File: src/rtl/fir_tap_loader_pkg.sv
// Shared types and helpers for the FIR tap loader.
//   state_t   : loader FSM encoding (IDLE -> FLUSH -> STREAM -> DONE)
//   num_taps  : total tap count of an N-stage, M-deep FIR given log2 N and log2 M
package fir_tap_loader_pkg;

    typedef enum logic [1:0] {
        SM_IDLE   = 2'd0,
        SM_FLUSH  = 2'd1,
        SM_STREAM = 2'd2,
        SM_DONE   = 2'd3
    } state_t;

    function automatic int num_taps(input int stages_log2, input int depth_log2);
        return 1 << (stages_log2 + depth_log2);
    endfunction

endpackage

File: src/rtl/fir_tap_skid.sv
// Two-entry valid/ready skid buffer between the shadow RAM read port and the FIR tap input.
// The upstream side has no ready: the producer must only push when count (plus its own
// in-flight reads) leaves room.
// Ports:
//   clk, reset (sync, active-low)
//   in_data / in_valid     : word entering the buffer
//   out_data / out_valid   : registered head of the buffer
//   out_ready              : downstream accepts the head this cycle
//   count                  : number of words held (0..2)
module fir_tap_skid #(
    parameter int G_DATA_WIDTH = 16
) (
    input  logic                    clk,
    input  logic                    reset,
    input  logic [G_DATA_WIDTH-1:0] in_data,
    input  logic                    in_valid,
    output logic [G_DATA_WIDTH-1:0] out_data,
    output logic                    out_valid,
    input  logic                    out_ready,
    output logic [1:0]              count
);

    logic [G_DATA_WIDTH-1:0] spare_data;
    logic                    spare_valid;
    logic                    pop;

    assign pop   = out_valid & out_ready;
    assign count = {1'b0, out_valid} + {1'b0, spare_valid};

    // Head register: refilled from the spare first so order is preserved
    always_ff @(posedge clk) begin
        if (!reset) begin
            out_valid   <= 1'b0;
            spare_valid <= 1'b0;
            out_data    <= '0;
        end else begin
            if (!out_valid || pop) begin
                if (spare_valid) begin
                    out_valid   <= 1'b1;
                    out_data    <= spare_data;
                    spare_valid <= in_valid;
                end else begin
                    out_valid <= in_valid;
                    if (in_valid) begin
                        out_data <= in_data;
                    end
                end
            end else if (in_valid) begin
                spare_valid <= 1'b1;
            end
        end
    end

    // Spare register: catches the incoming word whenever the head cannot take it directly
    always_ff @(posedge clk) begin
        if (in_valid && ((out_valid && !pop) || spare_valid)) begin
            spare_data <= in_data;
        end
    end

endmodule

File: src/rtl/fir_tap_loader.sv
// Initiator side of the FIR tap-programming interface. A shadow tap RAM is filled through
// the cfg write port; on load_start the FIR is held in reset (fir_enable low) for
// G_FLUSH_CYCLES cycles and then every tap is streamed in ascending address order.
// Ports:
//   clk, reset (sync, active-low)
//   cfg_wr_addr/data/valid, cfg_wr_ready : shadow RAM write port (ready only when idle/done)
//   load_start                           : level request for a full tap load
//   busy, load_done, taps_valid          : load status (load_done pulses on the last beat)
//   fir_enable                           : FIR enable, low during the flush window
//   tap_dout/tap_dout_valid/tap_dout_ready : tap stream towards the FIR tap_din port
module fir_tap_loader
    import fir_tap_loader_pkg::*;
#(
    parameter int G_NUM_STAGES_LOG2  = 2,
    parameter int G_STAGE_DEPTH_LOG2 = 2,
    parameter int G_TAP_WIDTH        = 16,
    parameter int G_FLUSH_CYCLES     = 2
) (
    input  logic                                          clk,
    input  logic                                          reset,
    input  logic [G_NUM_STAGES_LOG2+G_STAGE_DEPTH_LOG2-1:0] cfg_wr_addr,
    input  logic [G_TAP_WIDTH-1:0]                        cfg_wr_data,
    input  logic                                          cfg_wr_valid,
    output logic                                          cfg_wr_ready,
    input  logic                                          load_start,
    output logic                                          busy,
    output logic                                          load_done,
    output logic                                          taps_valid,
    output logic                                          fir_enable,
    output logic [G_TAP_WIDTH-1:0]                        tap_dout,
    output logic                                          tap_dout_valid,
    input  logic                                          tap_dout_ready
);

    localparam int ADDR_W   = G_NUM_STAGES_LOG2 + G_STAGE_DEPTH_LOG2;
    localparam int NUM_TAPS = num_taps(G_NUM_STAGES_LOG2, G_STAGE_DEPTH_LOG2);
    localparam int FLUSH_W  = $clog2(G_FLUSH_CYCLES + 1);

    localparam logic [ADDR_W:0]    TAP_END    = (ADDR_W+1)'(NUM_TAPS);
    localparam logic [ADDR_W:0]    LAST_BEAT  = (ADDR_W+1)'(NUM_TAPS - 1);
    localparam logic [FLUSH_W-1:0] FLUSH_LAST = FLUSH_W'(G_FLUSH_CYCLES - 1);

    state_t               state;
    logic [FLUSH_W-1:0]   flush_cnt;
    logic [ADDR_W:0]      rd_addr;
    logic [ADDR_W:0]      beat_cnt;

    logic [G_TAP_WIDTH-1:0] mem [NUM_TAPS];
    logic [G_TAP_WIDTH-1:0] ram_q_p1;
    logic                   rd_vld_p1;

    logic       cfg_wr;
    logic       pop;
    logic       rd_window;
    logic       rd_en;
    logic [1:0] skid_count;
    logic [2:0] occ_after;

    assign cfg_wr_ready = (state == SM_IDLE) || (state == SM_DONE);
    assign cfg_wr       = cfg_wr_valid & cfg_wr_ready;
    assign pop          = tap_dout_valid & tap_dout_ready;

    // The first read goes out in the last flush cycle so the first tap is presented
    // exactly one cycle after fir_enable rises. Room is judged after this cycle's pop,
    // counting the read already in flight, so the skid never overflows yet still
    // sustains one beat per cycle.
    assign rd_window = (state == SM_STREAM) ||
                       ((state == SM_FLUSH) && (flush_cnt == FLUSH_LAST));
    assign occ_after = {1'b0, skid_count} + {2'b0, rd_vld_p1} - {2'b0, pop};
    assign rd_en     = rd_window && (rd_addr != TAP_END) && (occ_after < 3'd2);

    // Stage p0: shadow RAM write and control FSM
    always_ff @(posedge clk) begin
        if (cfg_wr) begin
            mem[cfg_wr_addr] <= cfg_wr_data;
        end
    end

    always_ff @(posedge clk) begin
        if (!reset) begin
            state      <= SM_IDLE;
            busy       <= 1'b0;
            load_done  <= 1'b0;
            taps_valid <= 1'b0;
            fir_enable <= 1'b0;
            flush_cnt  <= '0;
            rd_addr    <= '0;
            beat_cnt   <= '0;
            rd_vld_p1  <= 1'b0;
        end else begin
            load_done <= 1'b0;
            rd_vld_p1 <= rd_en;
            if (rd_en) begin
                rd_addr <= rd_addr + 1'b1;
            end

            case (state)
                SM_IDLE, SM_DONE: begin
                    // A write in the same cycle as load_start takes priority
                    if (cfg_wr) begin
                        taps_valid <= 1'b0;
                    end else if (load_start) begin
                        state      <= SM_FLUSH;
                        busy       <= 1'b1;
                        taps_valid <= 1'b0;
                        fir_enable <= 1'b0;
                        flush_cnt  <= '0;
                        rd_addr    <= '0;
                        beat_cnt   <= '0;
                    end
                end
                SM_FLUSH: begin
                    if (flush_cnt == FLUSH_LAST) begin
                        fir_enable <= 1'b1;
                        state      <= SM_STREAM;
                    end else begin
                        flush_cnt <= flush_cnt + 1'b1;
                    end
                end
                SM_STREAM: begin
                    if (pop) begin
                        beat_cnt <= beat_cnt + 1'b1;
                        if (beat_cnt == LAST_BEAT) begin
                            load_done  <= 1'b1;
                            taps_valid <= 1'b1;
                            busy       <= 1'b0;
                            state      <= SM_DONE;
                        end
                    end
                end
                default: state <= SM_IDLE;
            endcase
        end
    end

    // Stage p1: synchronous RAM read
    always_ff @(posedge clk) begin
        if (rd_en) begin
            ram_q_p1 <= mem[rd_addr[ADDR_W-1:0]];
        end
    end

    // Stage p2: skid buffer drives the registered tap stream
    fir_tap_skid #(
        .G_DATA_WIDTH(G_TAP_WIDTH)
    ) u_skid (
        .clk      (clk),
        .reset    (reset),
        .in_data  (ram_q_p1),
        .in_valid (rd_vld_p1),
        .out_data (tap_dout),
        .out_valid(tap_dout_valid),
        .out_ready(tap_dout_ready),
        .count    (skid_count)
    );

endmodule

File: config.mk
export PLATFORM = sky130hd
export DESIGN_NAME = fir_tap_loader
export DESIGN_NICKNAME = d
export VERILOG_FILES = /design/src/rtl/fir_tap_loader_pkg.sv /design/src/rtl/fir_tap_skid.sv /design/src/rtl/fir_tap_loader.sv
export SDC_FILE = /design/constraint.sdc
export NUM_CORES = 1
export LEC_CHECK = 0
export CAP_MARGIN = 20
export CORE_MARGIN = 4
export CORE_UTILIZATION = 40
export DETAILED_ROUTE_END_ITERATION = 10
export PLACE_DENSITY = 0.65
export SYNTH_ARGS = -nofsm -noshare
export SYNTH_HDL_FRONTEND = slang
export SYNTH_HIERARCHICAL = 1
export SYNTH_SLANG_ARGS = --single-unit
File: constraint.sdc
create_clock -name clk -period 2.8 [get_ports clk]
set_input_delay 0.56 -clock clk [delete_from_list [all_inputs] [get_ports clk]]
set_output_delay 0.56 -clock clk [all_outputs]
set_load 0.05 [all_outputs]
==> out/results.txt <==
switch share: 25.5%
DR vias: 6481
minimum clock period: 2.63 ns
clock power share: 33.4%
Reg clk slew, reported paths: 0.06 ns
CP required: 3.26 ns
R2R cell count: 10
met3 wire length: 1480 um
Die W: 187 um
Cell Area, Synth: 12800 um^2
DR top layer: met4
area share of the largest cell type after synthesis: 67.5%
Worst-Margin Slew: 0.601 ns
largest net degree at the start of global routing: 33
Synth-to-Final Area Change: 17.1%
commonest non-fill, non-tap cell in the layout: edfxtp_1
RSZ-0062 raised after global routing: false
max_cap viols: 0
sw power: 2.95 mW
H-tree Lvls: 1
PortBufs: 46
Pwr Density: 772 nW/um^2
CP Class: register to register
post-route ant nets: 0
fin worst setup slack: 0.172 ns
GRT Overall Usage: 14.5%
Core Region: 31600 um^2
Mapped Avg Cell Area: 18.4 um^2
Final Wtd Congestion: 0.754
Post-Layout Cell Count: 1211
top cell type by total area after synthesis: edfxtp_1
initial DRC count: 515
Max Clk Rate: 381 MHz
Tcrit/Tclk final: 93.8%
Cell variety after synth: 49
critical path capture point type: register
synth warn: 6
synth top area cells: edfxtp_1 (68%), mux4_2 (9.5%), dfxtp_1 (5.8%)
r2r setup slk: 0.17 ns
Syn Inst Count: 696
grt ovf: 0
slowest stage delay, CP: 0.55 ns
wire per inst: 21.0 um
slowest CP cell: or4b_4
total power draw: 11.6 mW
crit-path max FO: 7
CTS tree: yes
first-pass GRT wire length: 39800 um
Flop pwr share: 50.0%
Primary FF master, synth: edfxtp_1
Leakage Power: 4.88 nW
First-pass DRT Iterations: 5
FF-to-FF End: rd_addr[1]
internal cell power: 8.63 mW
setup bufs post-CTS: 0
CP Cell Sequence: ha_1 -> xnor2_1 -> nand2_1 -> fa_1 -> xor2_1 -> or4b_4 -> clkinv_2 -> buf_4 -> mux2i_1 -> nor2_1
hold violation total from the final report: 0
Final setup violation count: 0
Longest Clk Path Bufs: 3
die area: 35000 um^2
status: complete, no violations
Die Y: 187 um
setup TNS: 0 ns
Slew headroom: 59.8%
Max VDD drop: 0.000619 V
Vias per Instance: 5.35
I/O Pins: 47
Critical Path Start Type: register
combinational share of power: 16.7%
drt drc: 0
Root Buffer: clkbuf_16
FILL cells: 2672
vias in the first global route: 6562
number of synthesized flops with an enable pin: 288
clock sink count: 325
Min-Delay Path Class: register to register
antenna violations before repair: 0
cell row count: 65
detailed placement HPWL: 16500 um
pre-CTS setup slack: -0.272 ns
WL met2: 12000 um
Seq/Total Area, Yosys: 73.3%
# nets final: 821
Synthesized Nets: 731
Seq cells post-synth: 325
Placed Cells: 1155
initial core utilization: 40.6%
Met1 Routed Length: 11500 um
most frequent cells in the layout: edfxtp_1 (288), mux4_2 (54), mux2i_1 (46), clkdlybuf4s50_1 (45), buf_4 (39)
Max Slew Vio Count: 0
crit path from: u_skid/out_valid
ratio of cells with drive above 1 in the final layout: 19.5%
clock latency on the worst-skew pair: 0.56 ns
Worst setup endpoint: rd_addr[1]
Num CTS Buffers: 31
Clock Skew: 0.00805 ns
Worst EP arrival: 3.08 ns
reg2reg start: u_skid/out_valid
# diodes: 0
Post-synth ARST share: 0%
drt total wl: 25400 um
power groups by stage:
stage          registers [mW]  logic [mW]  clock network, mW
4_1_cts                  5.79        1.96               3.96
5_1_grt                  5.82        2.09               4.18
2_1_floorplan            5.98        1.23                  0
6_report                 5.79        1.93               3.86
3_3_place_gp             5.88        1.94                  0
3_5_place_dp             5.90        1.96                  0
logic make-up (layout without fill, tap and decap cells):
group	count (synthesis)	in the layout	share of synthesized area, %
flops	325	325	73.3
simple gates	121	121	4.89
mux	100	100	13.1
compound gates	88	88	5.31
buf+inv	49	162	2.19
fa+ha+maj	10	10	1.04
xor+xnor	3	3	0.205
registers in the layout, summed over array words and instances (netlist names), 2 cells and up:
name	count
beat_cnt	5
mem	256
u_skid/out_data	16
u_skid/spare_data	16
rd_addr	5
state	2
flush_cnt	2
ram_q_p1	16
worst min path at each step:
stage | start | endpoint | slack [ns] | cells after the start
floorplan | ram_q_p1[0] | u_skid/spare_data[0] | 0.43 | 0
global placement | ram_q_p1[0] | u_skid/spare_data[0] | 0.44 | 0
detailed placement | ram_q_p1[6] | u_skid/spare_data[6] | 0.45 | 0
CTS | ram_q_p1[6] | u_skid/spare_data[6] | 0.46 | 0
global route | ram_q_p1[10] | u_skid/spare_data[10] | 0.47 | 0
finish | ram_q_p1[11] | u_skid/spare_data[11] | 0.45 | 0
worst max-delay path: cells and delay by family, from the launching register on:
kind          cells  cell delay (ns)
xor+xnor          2             0.33
fa+ha+maj         2             0.74
buf+inv           2             0.24
flops             1             0.35
mux               1             0.17
simple gates      3             0.69
metrics by stage:
| stage | hold WS, ns | util [%] | area, um^2 |
|---|---|---|---|
| floorplan | 0.426 | - | 12800 |
| global placement | 0.439 | 44.6 | 14100 |
| detailed placement | 0.445 | 44.6 | 14100 |
| CTS | 0.460 | 47.5 | 15000 |
| global route | 0.470 | 47.5 | 15000 |
| finish | 0.453 | 47.5 | 15000 |
metal layers:
metal	global-route usage, %	vias up
met3	2.71	33
li1	-	2969
met4	2.84	0
met2	23.4	174
met1	20.9	3305
met5	0	-
Yosys cell counts (2+ instances only):
master	instances
buf_2	12
and3_1	8
nor2_1	22
ha_1	9
buf_1	2
nand3_1	20
dfxtp_1	37
nor3_1	4
clkbuf_1	10
a211oi_1	2
a221o_1	10
o211a_1	18
buf_6	4
a21boi_0	3
nand4_1	3
edfxtp_1	288
or3_1	4
mux4_2	54
mux2i_1	46
nor2b_1	13
a221oi_1	10
nand2b_1	7
xnor2_1	2
o21ai_0	14
and2_1	7
o21a_1	4
buf_4	6
nand2_1	25
inv_1	11
a21oi_1	13
a21o_1	10
what timing repair did:
action | in CTS | in global routing
hold buffers | 0 | 0
endpoints found under the hold margin | 0 | 0
resized for setup | 1 | 0
setup endpoints to repair | 1 | 0
cell type report:
| class | instances | area (um^2) | area share [%] |
|---|---|---|---|
| clock buffer | 44 | 835 | 5.56 |
| sequential | 325 | 9400 | 62.7 |
| timing repair buffer | 94 | 932 | 6.22 |
| inverter | 12 | 46.3 | 0.309 |
| clock inverter | 12 | 93.8 | 0.626 |
| multi-input combinational | 322 | 3190 | 21.3 |
| tap | 402 | 503 | 3.35 |
Note: power is estimated with default switching activity, not from simulation.
